**src/rtl/fpu_issuer.sv**
```systemverilog
// Initiator side of the FPU order/accepted/done handshake: one outstanding op per unit.
// Optional watchdog in WAIT enabled by defining FPU_ISSUE_TIMEOUT_EN.
module fpu_issuer #(
  parameter int DATA_W         = 32,
  parameter int TAG_W          = 5,
  parameter int TIMEOUT_CYCLES = 64
) (
  input  logic              clk,
  input  logic              rst,
  input  logic              req_valid,
  output logic              req_ready,
  input  logic [DATA_W-1:0] req_rs1,
  input  logic [DATA_W-1:0] req_rs2,
  input  logic [TAG_W-1:0]  req_tag,
  output logic              fpu_order,
  input  logic              fpu_accepted,
  input  logic              fpu_done,
  output logic [DATA_W-1:0] fpu_rs1,
  output logic [DATA_W-1:0] fpu_rs2,
  input  logic [DATA_W-1:0] fpu_rd,
  output logic              rsp_valid,
  input  logic              rsp_ready,
  output logic [DATA_W-1:0] rsp_data,
  output logic [TAG_W-1:0]  rsp_tag,
  output logic              rsp_err
);

  typedef enum logic [1:0] {S_IDLE, S_ORDER, S_WAIT, S_RESP} state_t;

  state_t            state_q, state_d;
  logic [DATA_W-1:0] rs1_q, rs1_d, rs2_q, rs2_d, data_q, data_d;
  logic [TAG_W-1:0]  tag_q, tag_d;

`ifdef FPU_ISSUE_TIMEOUT_EN
  localparam int WD_W = $clog2(TIMEOUT_CYCLES + 1);
  localparam logic [DATA_W-1:0] QNAN = DATA_W'(32'h7FC0_0000);

  logic [WD_W-1:0] wdog_q, wdog_d, wdog_inc;
  logic            err_q, err_d;

  assign wdog_inc = wdog_q + 1'b1;
`endif

  always_comb begin
    state_d = state_q;
    rs1_d   = rs1_q;
    rs2_d   = rs2_q;
    tag_d   = tag_q;
    data_d  = data_q;
`ifdef FPU_ISSUE_TIMEOUT_EN
    wdog_d  = wdog_q;
    err_d   = err_q;
`endif
    case (state_q)
      S_IDLE: begin
        if (req_valid) begin
          rs1_d   = req_rs1;
          rs2_d   = req_rs2;
          tag_d   = req_tag;
          state_d = S_ORDER;
        end
      end
      S_ORDER: begin
        // done without accepted is a unit protocol violation and is dropped
        if (fpu_accepted) begin
          if (fpu_done) begin
            data_d  = fpu_rd;
            state_d = S_RESP;
`ifdef FPU_ISSUE_TIMEOUT_EN
            err_d   = 1'b0;
`endif
          end else begin
            state_d = S_WAIT;
`ifdef FPU_ISSUE_TIMEOUT_EN
            wdog_d  = '0;
`endif
          end
        end
      end
      S_WAIT: begin
        if (fpu_done) begin
          data_d  = fpu_rd;
          state_d = S_RESP;
`ifdef FPU_ISSUE_TIMEOUT_EN
          err_d   = 1'b0;
        end else if (wdog_inc == WD_W'(TIMEOUT_CYCLES)) begin
          // done in the expiry cycle wins over the timeout (branch above)
          data_d  = QNAN;
          err_d   = 1'b1;
          state_d = S_RESP;
        end else begin
          wdog_d  = wdog_inc;
`endif
        end
      end
      S_RESP: begin
        if (rsp_ready) begin
          state_d = S_IDLE;
`ifdef FPU_ISSUE_TIMEOUT_EN
          err_d   = 1'b0;
`endif
        end
      end
      default: state_d = S_IDLE;
    endcase
  end

  always_ff @(posedge clk or posedge rst) begin
    if (rst) begin
      state_q <= S_IDLE;
      rs1_q   <= '0;
      rs2_q   <= '0;
      tag_q   <= '0;
      data_q  <= '0;
    end else begin
      state_q <= state_d;
      rs1_q   <= rs1_d;
      rs2_q   <= rs2_d;
      tag_q   <= tag_d;
      data_q  <= data_d;
    end
  end

`ifdef FPU_ISSUE_TIMEOUT_EN
  always_ff @(posedge clk or posedge rst) begin
    if (rst) begin
      wdog_q <= '0;
      err_q  <= 1'b0;
    end else begin
      wdog_q <= wdog_d;
      err_q  <= err_d;
    end
  end

  assign rsp_err = err_q;
`else
  assign rsp_err = 1'b0;
`endif

  assign req_ready = (state_q == S_IDLE);
  assign fpu_order = (state_q == S_ORDER);
  assign rsp_valid = (state_q == S_RESP);
  assign fpu_rs1   = rs1_q;
  assign fpu_rs2   = rs2_q;
  assign rsp_data  = data_q;
  assign rsp_tag   = tag_q;

endmodule
```
**config.mk**
```make
export PLATFORM = sky130hd
export DESIGN_NAME = fpu_issuer
export DESIGN_NICKNAME = d
export VERILOG_FILES = /design/src/rtl/fpu_issuer.sv
export SDC_FILE = /design/constraint.sdc
export NUM_CORES = 1
export LEC_CHECK = 0
export ABC_AREA = 1
export CORE_UTILIZATION = 36
export CTS_CLUSTER_SIZE = 14
export DETAILED_ROUTE_END_ITERATION = 10
export MAX_ROUTING_LAYER = met4
export PLACE_DENSITY = 0.81
export SLEW_MARGIN = 10
export SYNTH_ARGS = -nofsm -noshare
export SYNTH_HDL_FRONTEND = slang
export SYNTH_SLANG_ARGS = --single-unit
```
**constraint.sdc**
```tcl
create_clock -name clk -period 3.55 [get_ports clk]
set_input_delay 0.71 -clock clk [delete_from_list [all_inputs] [get_ports clk]]
set_output_delay 0.71 -clock clk [all_outputs]
set_load 0.05 [all_outputs]
```
==> impl_metrics.env <==
export IMPL_dpl_cell_count=800
export IMPL_finalSetupViolCount=0
export IMPL_crit_path_end_kind="output pin"
export IMPL_clkPwrFrac_pct=14.9
export IMPL_cts_repair_resized=0
export IMPL_dr_total_vias=3954
export IMPL_hold_buffers=0
export IMPL_drive_gt1_share_pct=4.46
export IMPL_hold_violations=0
export IMPL_fp_dieW_um=111
export IMPL_seq_power_share_pct=27.1
export IMPL_p_per_area_mw_per_mm2=1120
export IMPL_p_leak_nw=3.27
export IMPL_wl_per_cell_um=14.5
export IMPL_p_int_mw=3.78
export IMPL_numCtsBuffers=9
export IMPL_final_instance_count_excl_fill=816
export IMPL_ant_nets=0
export IMPL_worst_pin_slew_ns=0.777
export IMPL_cp_startpoint="state_q[1]"
export IMPL_viasPerCell=4.85
export IMPL_ys_seq_area_share_pct=60.6
export IMPL_fin_crit_ns=2.66
export IMPL_first_pass_iters=4
export IMPL_clk_pin_slew_ns=0.06
export IMPL_start_util_pct=37.1
export IMPL_r2r_cells=7
export IMPL_finalCritPeriodShare_pct=74.8
export IMPL_slew_violations=0
export IMPL_p_sw_share_pct=50.0
export IMPL_worstPathRequired_ns=2.84
export IMPL_clock_sinks=103
export IMPL_critical_path_class="reg -> out"
export IMPL_port_buffers=210
export IMPL_endpoint="fpu_order"
export IMPL_drt_iter0_markers=215
export IMPL_htreeDepth=3
export IMPL_max_slew_margin_pct=48.2
export IMPL_cts_tree="done"
export IMPL_drv_cap=0
export IMPL_synthCells=473
export IMPL_dpl_cell_area_mm2=0.00638
export IMPL_hold_class="reg -> reg"
export IMPL_ff2ff_setup_slack_ns=1.04
export IMPL_worst_r2r_startpoint="state_q[0]"
export IMPL_clockRootBuffer="clkbuf_16"
export IMPL_grt_pass1_vias=4066
export IMPL_ir_drop_v=0.000641
export IMPL_gp_congestion=0.800
export IMPL_clock_path_buffers=2
export IMPL_clock_latency_ns=0.34
export IMPL_track_usage_pct=20.2
export IMPL_crit_arrival_ns=1.95
export IMPL_critPathLaunchType="register"
export IMPL_ioPinCount=212
export IMPL_die_h_um=111
export IMPL_diodes=0
export IMPL_syn_avg_cell_area_um2=8.99
export IMPL_skew_ns=0.00976
export IMPL_crit_fanout=5
export IMPL_post_place_ws_ns=1.02
export IMPL_cts_setup_buffers=0
export IMPL_antenna_found_initial=0
export IMPL_grt_pass1_wl_mm=19.5
export IMPL_yosys_warnings=0
export IMPL_syn_area_mm2=0.00425
export IMPL_status="finished, final reports clean"
export IMPL_drt_total_wl_mm=11.8
export IMPL_tns_ns=0
export IMPL_fin_area_mm2=0.00673
export IMPL_ys_seq_elements=103
export IMPL_syn_nets=585
export IMPL_pwr_share_comb_pct=58.0
export IMPL_n_fill_cell=967
export IMPL_final_nets=780
export IMPL_grt_overflow=0
export IMPL_rsz0062_at_grt="no"
export IMPL_fmax_ghz=0.377
export IMPL_rows=39
export IMPL_ys_types=17
export IMPL_drc=0
export IMPL_p_sw_mw=3.78
export IMPL_fin_ws_ns=0.894
export IMPL_area_delta_synth_final_pct=58.2
export IMPL_grt_max_degree=73
export IMPL_r2r_end="fpu_rs2[28]"
export IMPL_coreArea_mm2=0.0115
export IMPL_dpl_hpwl_mm=8.54
export IMPL_finalPower_mw=7.56
export IMPL_die_area_mm2=0.0123
-- critical path, cell delays in order, from the launching register on --
cell and delay [ns]:
dfrtp_1 0.43, inv_1 0.13, ha_1 0.21, clkdlybuf4s50_1 0.84
-- through the flow --
| step | hold slack (ns) | util (%) |
|---|---|---|
| 2_1_floorplan | 0.538 | - |
| 3_3_place_gp | 0.454 | 55.7 |
| 3_5_place_dp | 0.459 | 55.7 |
| 4_1_cts | 0.473 | 58.7 |
| 5_1_grt | 0.493 | 58.7 |
| 6_report | 0.469 | 58.7 |
-- power groups by stage --
stage               logic, mW  clock network (mW)  registers [mW]
floorplan                1.09                   0            3.91
detailed placement       4.42                   0            2.06
global route             4.63                1.20            2.12
CTS                      4.42                1.14            2.05
global placement         4.33                   0            2.04
finish                   4.39                1.12            2.05
-- cell usage after synthesis --
cell,n,area share (%)
buf_2,19,2.2
buf_4,8,1.4
buf_6,5,1.3
clkbuf_1,1,0.088
conb_1,1,0.088
dfrtp_1,103,61
ha_1,5,1.5
inv_1,6,0.53
inv_2,1,0.088
nand2_1,214,19
nand2_2,1,0.15
nand2_4,1,0.26
nand3_1,102,12
nand3b_1,1,0.18
nor2_1,2,0.18
nor2_4,1,0.26
o21ai_0,2,0.24
-- kinds of logic (layout without fill, tap and decap cells) --
| group | count (synthesis) | after routing | synth area share (%) |
|---|---|---|---|
| other | 1 | 1 | 0.0882 |
| adder cells (fa/ha/maj) | 5 | 5 | 1.47 |
| buffers and inverters | 40 | 240 | 5.68 |
| AO/OA/AOI/OAI | 2 | 2 | 0.235 |
| AND/OR/NAND/NOR | 322 | 322 | 31.9 |
| flip-flops | 103 | 103 | 60.6 |
-- layout make-up --
type / instances / area [um^2] / area share [%]
clock buffers: 9 / 225 / 3.35
clock inverters: 7 / 119 / 1.77
multi-input cells: 330 / 1440 / 21.4
repair buffers: 217 / 2160 / 32.1
well taps: 143 / 179 / 2.66
flip-flops and latches: 103 / 2580 / 38.3
inverters: 7 / 28.8 / 0.428
-- how the worst min path moves through the flow --
stage / end / cells after the start / from / slack [ns]
3_3_place_gp: rsp_data[26] / 2 / rsp_data[26] / 0.45
5_1_grt: fpu_rs2[12] / 2 / fpu_rs2[12] / 0.49
3_5_place_dp: rsp_data[27] / 2 / rsp_data[27] / 0.46
6_report: rsp_data[27] / 2 / rsp_data[27] / 0.47
2_1_floorplan: state_q[1] / 2 / state_q[1] / 0.54
4_1_cts: rsp_data[27] / 2 / rsp_data[27] / 0.47
-- cells in the final DEF (no fill, tap or decap), types with 2 or more instances in the layout --
cell type        instances
dfrtp_1                103
nand2_1                214
inv_1                    5
ha_1                     4
bufinv_16                3
buf_4                    6
clkdlybuf4s50_1        209
clkinvlp_4               2
nor2_1                   2
nand3_1                102
o21ai_0                  2
clkbuf_16                9
-- state kept, by name, summed over array words and instances (netlist names) --
name and cells:
fpu_rs2 32, state_q 2, rsp_data 32, fpu_rs1 32, rsp_tag 5
-- layer usage --
metal / up-vias / track usage (%) / routed length, um
met3: 25 / 4.10 / 733
met1: 1890 / 23.5 / 4920
met5: - / - / 0
met2: 153 / 33.7 / 5850
met4: 0 / 9.42 / 325
li1: 1886 / - / -
(Power assumes the default switching activity.)
